### config.mk
export PLATFORM = sky130hd
export DESIGN_NAME = fifo_mem_loader
export DESIGN_NICKNAME = d
export VERILOG_FILES = /design/src/rtl/fifo_loader_pkg.sv /design/src/rtl/fifo_mem_loader.sv
export SDC_FILE = /design/constraint.sdc
export NUM_CORES = 1
export LEC_CHECK = 0
export BUFFER_PORTS_ARGS = -buffer_cell sky130_fd_sc_hd__buf_2
export CAP_MARGIN = 20
export CELL_PAD_IN_SITES_DETAIL_PLACEMENT = 0
export CELL_PAD_IN_SITES_GLOBAL_PLACEMENT = 1
export CORE_UTILIZATION = 33
export CTS_CLUSTER_SIZE = 12
export DETAILED_ROUTE_END_ITERATION = 10
export PLACE_DENSITY_LB_ADDON = 0.1
export REMOVE_ABC_BUFFERS = 1
export SLEW_MARGIN = 10
export SYNTH_ARGS = -nofsm -noshare
export SYNTH_HDL_FRONTEND = slang
export SYNTH_SLANG_ARGS = --single-unit
### constraint.sdc
create_clock -name loader_clk_i -period 2.5 [get_ports loader_clk_i]
set_input_delay 0.5 -clock loader_clk_i [delete_from_list [all_inputs] [get_ports loader_clk_i]]
set_output_delay 0.5 -clock loader_clk_i [all_outputs]
set_load 0.02 [all_outputs]
### src/rtl/fifo_loader_pkg.sv
// fifo_loader_pkg
//   Shared definitions for the FIFO-to-memory loader: the default word and
//   address widths and the FSM state encoding.
package fifo_loader_pkg;

  localparam int DEF_DATA_WIDTH     = 32;
  localparam int DEF_MEM_ADDR_WIDTH = 10;

  typedef enum logic [2:0] {
    ST_IDLE  = 3'd0,
    ST_CHECK = 3'd1,
    ST_POP   = 3'd2,
    ST_WRITE = 3'd3,
    ST_DONE  = 3'd4
  } loader_state_e;

endpackage

### src/rtl/fifo_mem_loader.sv
// fifo_mem_loader
//   Drains a programmed number of words from an upstream FIFO and writes
//   them to consecutive memory word addresses starting at a base address.
//   One word moves per CHECK -> POP -> WRITE round trip. The pop strobe is
//   therefore never issued back to back, and it is only issued after the
//   empty flag has been seen low.
//
// Ports
//   loader_clk_i        single clock, rising edge
//   loader_rst_i        synchronous active-high reset
//   loader_start_i      one-cycle start request, honoured only when idle
//   loader_base_addr_i  first memory word address (sampled on start)
//   loader_length_i     number of words to move (sampled on start)
//   fifo_emptyflag_i    upstream FIFO empty flag
//   fifo_readdata_i     upstream FIFO head word
//   fifo_readflag_o     pop strobe to the FIFO
//   mem_addr_o          memory write address
//   mem_writedata_o     memory write data
//   mem_writeen_o       memory write request, held until mem_ack_i
//   mem_ack_i           memory write accepted
//   loader_busy_o       transfer in progress
//   loader_done_o       one-cycle completion pulse
//   loader_count_o      words written in the current or last transfer
module fifo_mem_loader
  import fifo_loader_pkg::*;
#(
  parameter int DATA_WIDTH     = DEF_DATA_WIDTH,
  parameter int MEM_ADDR_WIDTH = DEF_MEM_ADDR_WIDTH
) (
  input  logic                      loader_clk_i,
  input  logic                      loader_rst_i,
  input  logic                      loader_start_i,
  input  logic [MEM_ADDR_WIDTH-1:0] loader_base_addr_i,
  input  logic [MEM_ADDR_WIDTH:0]   loader_length_i,
  input  logic                      fifo_emptyflag_i,
  input  logic [DATA_WIDTH-1:0]     fifo_readdata_i,
  output logic                      fifo_readflag_o,
  output logic [MEM_ADDR_WIDTH-1:0] mem_addr_o,
  output logic [DATA_WIDTH-1:0]     mem_writedata_o,
  output logic                      mem_writeen_o,
  input  logic                      mem_ack_i,
  output logic                      loader_busy_o,
  output logic                      loader_done_o,
  output logic [MEM_ADDR_WIDTH:0]   loader_count_o
);

  localparam int CW = MEM_ADDR_WIDTH + 1;
  localparam logic [CW-1:0] CNT_ZERO = {CW{1'b0}};
  localparam logic [CW-1:0] CNT_ONE  = {{(CW-1){1'b0}}, 1'b1};

  loader_state_e             state_r;
  loader_state_e             next_state_s;
  logic [MEM_ADDR_WIDTH-1:0] base_r;
  logic [MEM_ADDR_WIDTH-1:0] addr_r;
  logic [CW-1:0]             len_r;
  logic [CW-1:0]             count_r;
  logic [CW-1:0]             count_plus_s;
  logic [DATA_WIDTH-1:0]     data_r;

  assign count_plus_s = count_r + CNT_ONE;

  // Next-state decode.
  always_comb begin
    next_state_s = state_r;
    case (state_r)
      ST_IDLE: begin
        if (loader_start_i) begin
          if (loader_length_i != CNT_ZERO) begin
            next_state_s = ST_CHECK;
          end else begin
            next_state_s = ST_DONE;
          end
        end else begin
          next_state_s = ST_IDLE;
        end
      end
      ST_CHECK: begin
        if (!fifo_emptyflag_i) begin
          next_state_s = ST_POP;
        end else begin
          next_state_s = ST_CHECK;
        end
      end
      ST_POP: begin
        next_state_s = ST_WRITE;
      end
      ST_WRITE: begin
        if (mem_ack_i) begin
          if (count_plus_s == len_r) begin
            next_state_s = ST_DONE;
          end else begin
            next_state_s = ST_CHECK;
          end
        end else begin
          next_state_s = ST_WRITE;
        end
      end
      ST_DONE: begin
        next_state_s = ST_IDLE;
      end
      default: begin
        next_state_s = ST_IDLE;
      end
    endcase
  end

  // State, transfer parameters, address, count and captured data.
  always_ff @(posedge loader_clk_i) begin
    if (loader_rst_i) begin
      state_r <= ST_IDLE;
      base_r  <= {MEM_ADDR_WIDTH{1'b0}};
      addr_r  <= {MEM_ADDR_WIDTH{1'b0}};
      len_r   <= CNT_ZERO;
      count_r <= CNT_ZERO;
      data_r  <= {DATA_WIDTH{1'b0}};
    end else begin
      state_r <= next_state_s;
      case (state_r)
        ST_IDLE: begin
          // A zero-length start goes straight to DONE and leaves the
          // previous transfer's registers untouched.
          if (loader_start_i && (loader_length_i != CNT_ZERO)) begin
            base_r  <= loader_base_addr_i;
            addr_r  <= loader_base_addr_i;
            len_r   <= loader_length_i;
            count_r <= CNT_ZERO;
          end
        end
        ST_POP: begin
          data_r <= fifo_readdata_i;
        end
        ST_WRITE: begin
          // The address is kept as base + count in its own register so the
          // output is a flop; the truncating add gives the silent wrap.
          if (mem_ack_i && (count_r != len_r)) begin
            count_r <= count_plus_s;
            addr_r  <= base_r + count_plus_s[MEM_ADDR_WIDTH-1:0];
          end
        end
        default: begin
        end
      endcase
    end
  end

  assign fifo_readflag_o = (state_r == ST_POP);
  assign mem_writeen_o   = (state_r == ST_WRITE);
  assign loader_done_o   = (state_r == ST_DONE);
  assign loader_busy_o   = (state_r == ST_CHECK) || (state_r == ST_POP) ||
                           (state_r == ST_WRITE);
  assign mem_addr_o      = addr_r;
  assign mem_writedata_o = data_r;
  assign loader_count_o  = count_r;

endmodule
# == After elaboration in Yosys (flattened, before gate mapping) ==
# Cells that the tools add are included.
# op_classes
n_addsub,2
eq_ne,8
n_mux,12
reduce_logical,9
# ops
operator,count
$mux W11,2
$pmux W11 S2,1
$mux W10,2
$pmux W10 S2,1
$mux W3,4
$pmux W3 S4,1
$add A11 B1 Y11 const B,1
$eq A11 B11 Y1,1
$ne A11 B11 Y1,1
$reduce_bool A11 Y1,1
$add A10 B10 Y10,1
$eq A3 B2 Y1 const B,2
$eq A3 B1 Y1 const B,1
$eq A3 B3 Y1 const B,1
$logic_not A3 Y1,1
$reduce_and A3 Y1,1
$logic_and A1 B1 Y1,2
$logic_or A1 B1 Y1,2
$mux W2,1
$ne A2 B1 Y1 const B,1
$ne A2 B2 Y1 const B,1
$reduce_and A2 Y1,1
$reduce_bool A2 Y1,1
# word_totals
register_bits,77
in_bits,58
output_inout_bits,57
wordCells,37

# == Logic depth before layout (Yosys ltp) ==
# depth
depth_word,5
ltp_mapped,12
ltp_nobuf,11

# == Worst setup path after synthesis ==
# No wires, ideal clock.
# synth_timing
kind,reg-to-reg
start,"register count_r[0], in the netlist loader_count_o[0]"
end,"register addr_r[8], in the netlist mem_addr_o[8]"
setup_ns,0.133
arrival_time_ns,2.780
t_required_ns,2.367
setup_slack_ns,-0.413
path_stages_with_launch,11
path_buffers,0
synth_period_minus_slack_ns,2.913
path_cell_list,dfxtp_1 ha_1 nor2b_1 or2_2 ha_1 a211oi_1 o21ai_0 a2111oi_0 nor3_1 o21ai_0 a31oi_1
# synth_between
elab_chain_cells,4
word_cells_on_any_way,8
classes_between,2 x add/sub; 2 x eq/ne; 2 x mux; 2 x reduce/logical
# synth_rtl
element,line,source
start: declaration,fifo_mem_loader.sv:56,logic [CW-1:0] count_r;
start signal: assignment,fifo_mem_loader.sv:136,count_r <= count_plus_s;
$add A11 B1 Y11 or $ne A11 B11 Y1 (tied branches),"fifo_mem_loader.sv:60, fifo_mem_loader.sv:135",
$add A10 B10 Y10 or $logic_and A1 B1 Y1 (tied branches),"fifo_mem_loader.sv:137, fifo_mem_loader.sv:135",
$mux W10 or $ne A2 B1 Y1 (tied branches),-,
$pmux W10 S2 or $reduce_and A3 Y1 (tied branches),-,
end signal: assignment,fifo_mem_loader.sv:112,addr_r <= {MEM_ADDR_WIDTH{1'b0}};
end signal: assignment,fifo_mem_loader.sv:124,addr_r <= loader_base_addr_i;
end signal: assignment,fifo_mem_loader.sv:137,addr_r <= base_r + count_plus_s[MEM_ADDR_WIDTH-1:0];
end: declaration,fifo_mem_loader.sv:54,logic [MEM_ADDR_WIDTH-1:0] addr_r;
# Parallel ways exist; a longest one is shown, timed or not. The select of a mux whose other input is x is not followed.
# A chain may end at the register's enable or synchronous reset.

# == Final worst setup path ==
# layout_timing
start,"register count_r[0], in the netlist loader_count_o[0]"
end,"register addr_r[9], in the netlist mem_addr_o[9]"
# The elaborated chain is that of the path after synthesis.

==> impl_metrics.py <==
metrics = {
    "sta": {
        "layout_min_cycle_time_ns": 2.480,
        "max_slew_margin": 0.5586,
        "worst_pin_slew_ns": 0.6621,
        "setup_ws_ns": 0.01975,
        "finalCritPeriodShare": 0.9921,
        "slew_viol_final": 0,
        "max_freq_mhz": 403.2,
        "skew_ns": 0.007516,
        "hold_viol": 0,
        "setup-violations-final": 0,
        "rsz0062_at_grt": "yes",
    },
    "job": {
        "maxCapViolCount": 0,
    },
    "floorplan": {
        "die_h_um": 110.9,
        "die-width_um": 110.9,
        "io_pins": 115,
        "core_um2": 11470,
        "num_rows": 39,
        "die-area_um2": 12300,
        "start_util": 0.3414,
    },
    "setup_path": {
        "crit_required_ns": 2.76,
        "critPathSlowestCell": "dfxtp_2",
        "slowest_delay_ns": 0.35,
        "critPathMaxFanout": 5,
        "crit_cells": 12,
        "r2r_end": "mem_addr_o[9]$_SDFFE_PP0P_",
        "crit_type": "reg2reg",
        "r2r_cells": 12,
        "crit_path_cell_trace": "buf_6, nand4_4, or2_4, and2_4, or2_4, ha_4, a21oi_4, nor2b_4, o211ai_1, and3_4, a221oi_2, a211oi_1",
        "start_kind": "flop",
        "crit_buf_inv": 1,
        "cp-startpoint": "loader_count_o[0]$_SDFFE_PP0P_",
        "crit-reg2reg-launch": "loader_count_o[0]$_SDFFE_PP0P_",
        "worst_setup_path_end_kind": "flop",
        "crit_path_frequent_cell": "or2_4",
        "reg2reg_slack_ns": 0.02,
        "path_delay_family": "simple AND/OR/NAND/NOR gates",
        "cp_data_arrival_time_ns": 2.74,
    },
    "placed_design": {
        "gp_congestion": 0.8477,
        "post-dp-hpwl_um": 8471,
        "dp_worst_setup_slack_ns": -0.3031,
        "dp_cells": 784,
        "place.port_buffers": 114,
    },
    "min_path": {
        "min_path_type": "in2reg",
        "hp-start": "fifo_readdata_i[22]",
        "min_path_cells": 3,
        "min_to": "mem_writedata_o[22]$_SDFFE_PP0P_",
    },
    "synthesis": {
        "postSynthAreaPerCell_um2": 7.768,
        "ys.flop_type": "dfxtp_1",
        "ys_async_sr_fraction": 0,
        "seq_area_frac_synth": 0.3937,
        "yosys_warnings": 0,
        "synth_area_um2": 3915,
        "synth_cell_types": 59,
        "synth-edff-count": 0,
        "synth_seq_cells": 77,
        "postSynthCellCount": 504,
    },
    "global_route": {
        "grt_start_max_net_pins": 34,
        "grt_pass1_vias": 3749,
        "grt_antenna_before_repair": 0,
        "grt_usage": 0.1985,
        "grt_pass1_wl_um": 19290,
        "grt.overflow.total": 0,
    },
    "cts": {
        "cts_tree": "yes",
        "clockBufferDepth": 2,
        "cts-hold-fix-buffers": 0,
        "clock_sinks": 77,
        "clock-root-buffer": "clkbuf_16",
        "numCtsBuffers": 9,
        "clk_latency_ns": 0.35,
        "h-tree-depth": 3,
        "clk_pin_slew_ns": 0.06,
    },
    "finish": {
        "areaGrowthSynthToFinish_pct": 40.91,
        "final_cells": 806,
        "seqCellArea_um2": 1548,
        "n_fill_cell": 1168,
        "drive_above_1_share": 0.3560,
        "num_antenna_cells": 0,
        "nNetsFinal": 727,
        "multiInputGateArea_um2": 2387,
    },
    "detailed_routing": {
        "drc_errors": 0,
        "viasPerCell": 4.967,
        "vias": 4003,
        "dr.first_iter.drc_count": 158,
        "totalWireLength_um": 11950,
        "firstDrtPassIters": 4,
        "wire_per_inst_um": 14.82,
        "postRouteAntennaNets": 0,
    },
    "pwr": {
        "leakage_nw": 2.328,
        "p_sw_uw": 913.5,
        "power_frac_seq": 0.419,
        "power_density_nw_per_um2": 585.1,
        "p_sw_frac": 0.2830,
        "internal-power_mw": 2.314,
        "power_frac_comb": 0.163,
        "power_frac_clock": 0.418,
        "vdd_drop_max_mv": 0.3247,
    },
    "status": {
        "status": "complete, no violations",
    },
}
-- synthesized netlist by cell type (4+ instances only) --
| library cell | count | area, µm² |
|---|---|---|
| nand4_1 | 5 | 31.28 |
| o21ai_0 | 15 | 75.07 |
| o211ai_1 | 4 | 30.03 |
| a211oi_1 | 6 | 45.04 |
| or2_2 | 7 | 43.79 |
| buf_2 | 6 | 30.03 |
| xnor2_1 | 22 | 192.7 |
| and2_1 | 5 | 31.28 |
| clkbuf_1 | 22 | 82.58 |
| a31oi_1 | 4 | 25.02 |
| a311oi_1 | 5 | 43.79 |
| nor3_1 | 8 | 40.04 |
| nand2_1 | 127 | 476.7 |
| nand3_1 | 18 | 90.09 |
| nor4_1 | 4 | 25.02 |
| ha_1 | 10 | 125.1 |
| inv_1 | 6 | 22.52 |
| dfxtp_1 | 77 | 1541 |
| nor2_1 | 26 | 97.59 |
| a21oi_1 | 70 | 350.3 |
-- power groups by stage --
stage / combinational (mW) / clock, mW / sequential [mW]
detailed placement: 0.512 / 0 / 1.38
CTS: 0.521 / 1.37 / 1.35
global placement: 0.507 / 0 / 1.38
floorplan: 0.237 / 0 / 1.42
finish: 0.526 / 1.35 / 1.35
global route: 0.582 / 1.44 / 1.36
-- cells by family (layout without fill, tap and decap cells) --
family | count (synthesis) | in the layout | synth area share
mux | 4 | 4 | 0.01055
buf+inv | 41 | 200 | 0.04953
flops | 77 | 77 | 0.3937
compound gates | 121 | 121 | 0.1838
fa+ha+maj | 11 | 11 | 0.03707
simple gates | 226 | 226 | 0.2697
xor+xnor | 24 | 24 | 0.05561
-- per-layer routing --
metal	up-vias	track usage	share of wire	wire length, µm
li1	2050	-	-	-
met1	1842	0.2633	0.48	5761
met2	89	0.3064	0.45	5391
met3	22	0.04210	0.043	515
met4	0	0.09333	0.023	280
met5	-	0	0	0
-- per-stage QoR --
| step | hold slack (ns) | utilization | cell area [µm²] | total power [mW] | setup TNS, ns |
|---|---|---|---|---|---|
| 2_1_floorplan | 0.4340 | - | 3751 | 1.657 | -1.073 |
| 3_3_place_gp | 0.4388 | 0.4302 | 4933 | 1.883 | -0.4463 |
| 3_5_place_dp | 0.4441 | 0.4302 | 4933 | 1.891 | -0.5188 |
| 4_1_cts | 0.3788 | 0.4692 | 5380 | 3.248 | 0 |
| 5_1_grt | 0.3824 | 0.4811 | 5517 | 3.387 | -0.1354 |
| 6_report | 0.3824 | 0.4811 | 5517 | 3.228 | 0 |
-- sequential cells by signal, summed over array words and instances (netlist names) --
signal           count
mem_writedata_o     32
len_r               11
loader_count_o      11
base_r              10
mem_addr_o          10
state_r              3
-- worst max path at each step --
| stage | end | slack, ns |
|---|---|---|
| after global routing | mem_addr_o[9]$_SDFFE_PP0P_ | -0.09 |
| final | mem_addr_o[9]$_SDFFE_PP0P_ | 0.02 |
| after CTS | mem_addr_o[9]$_SDFFE_PP0P_ | 0.006 |
| after floorplan | mem_addr_o[8]$_SDFFE_PP0P_ | -0.41 |
| after global placement | mem_addr_o[8]$_SDFFE_PP0P_ | -0.32 |
| after detailed placement | mem_addr_o[8]$_SDFFE_PP0P_ | -0.30 |
-- tightest hold or removal path: cells and delay by family --
family          cells  cell delay (ns)
compound gates      1             0.05
buf+inv             1             0.09
simple gates        1             0.04
-- repair_timing --
item	in CTS	in global routing
resized for setup	26	24
endpoints found under the setup margin	4	5
pin swaps	7	26
setup buffers	4	2
-- cells in the final DEF, fill, tap and decap left out, types with 3 or more instances in the layout --
cell,n
nand4_1,5
nor2_1,25
o21ai_0,12
a21oi_1,68
inv_1,6
buf_2,114
buf_4,55
nor4_1,4
dfxtp_1,74
a21o_1,3
a311oi_1,4
ha_1,3
o21a_1,3
ha_4,6
mux2i_1,3
and2_1,3
o211ai_1,4
nand3_1,18
buf_6,6
or3_1,3
nor3_1,7
a211oi_1,5
xnor2_1,21
clkbuf_16,9
nand2_1,126
or2_4,6
a31oi_1,4
-- layout make-up --
class,instances,share of cell area
Sequential cell,77,0.2806
Clock inverter,5,0.01066
Timing Repair Buffer,176,0.1941
Multi-Input combinational cell,386,0.4328
Clock buffer,11,0.04400
Inverter,8,0.005443
Tap cell,143,0.03243
Note: power is estimated with default switching activity, not from simulation.
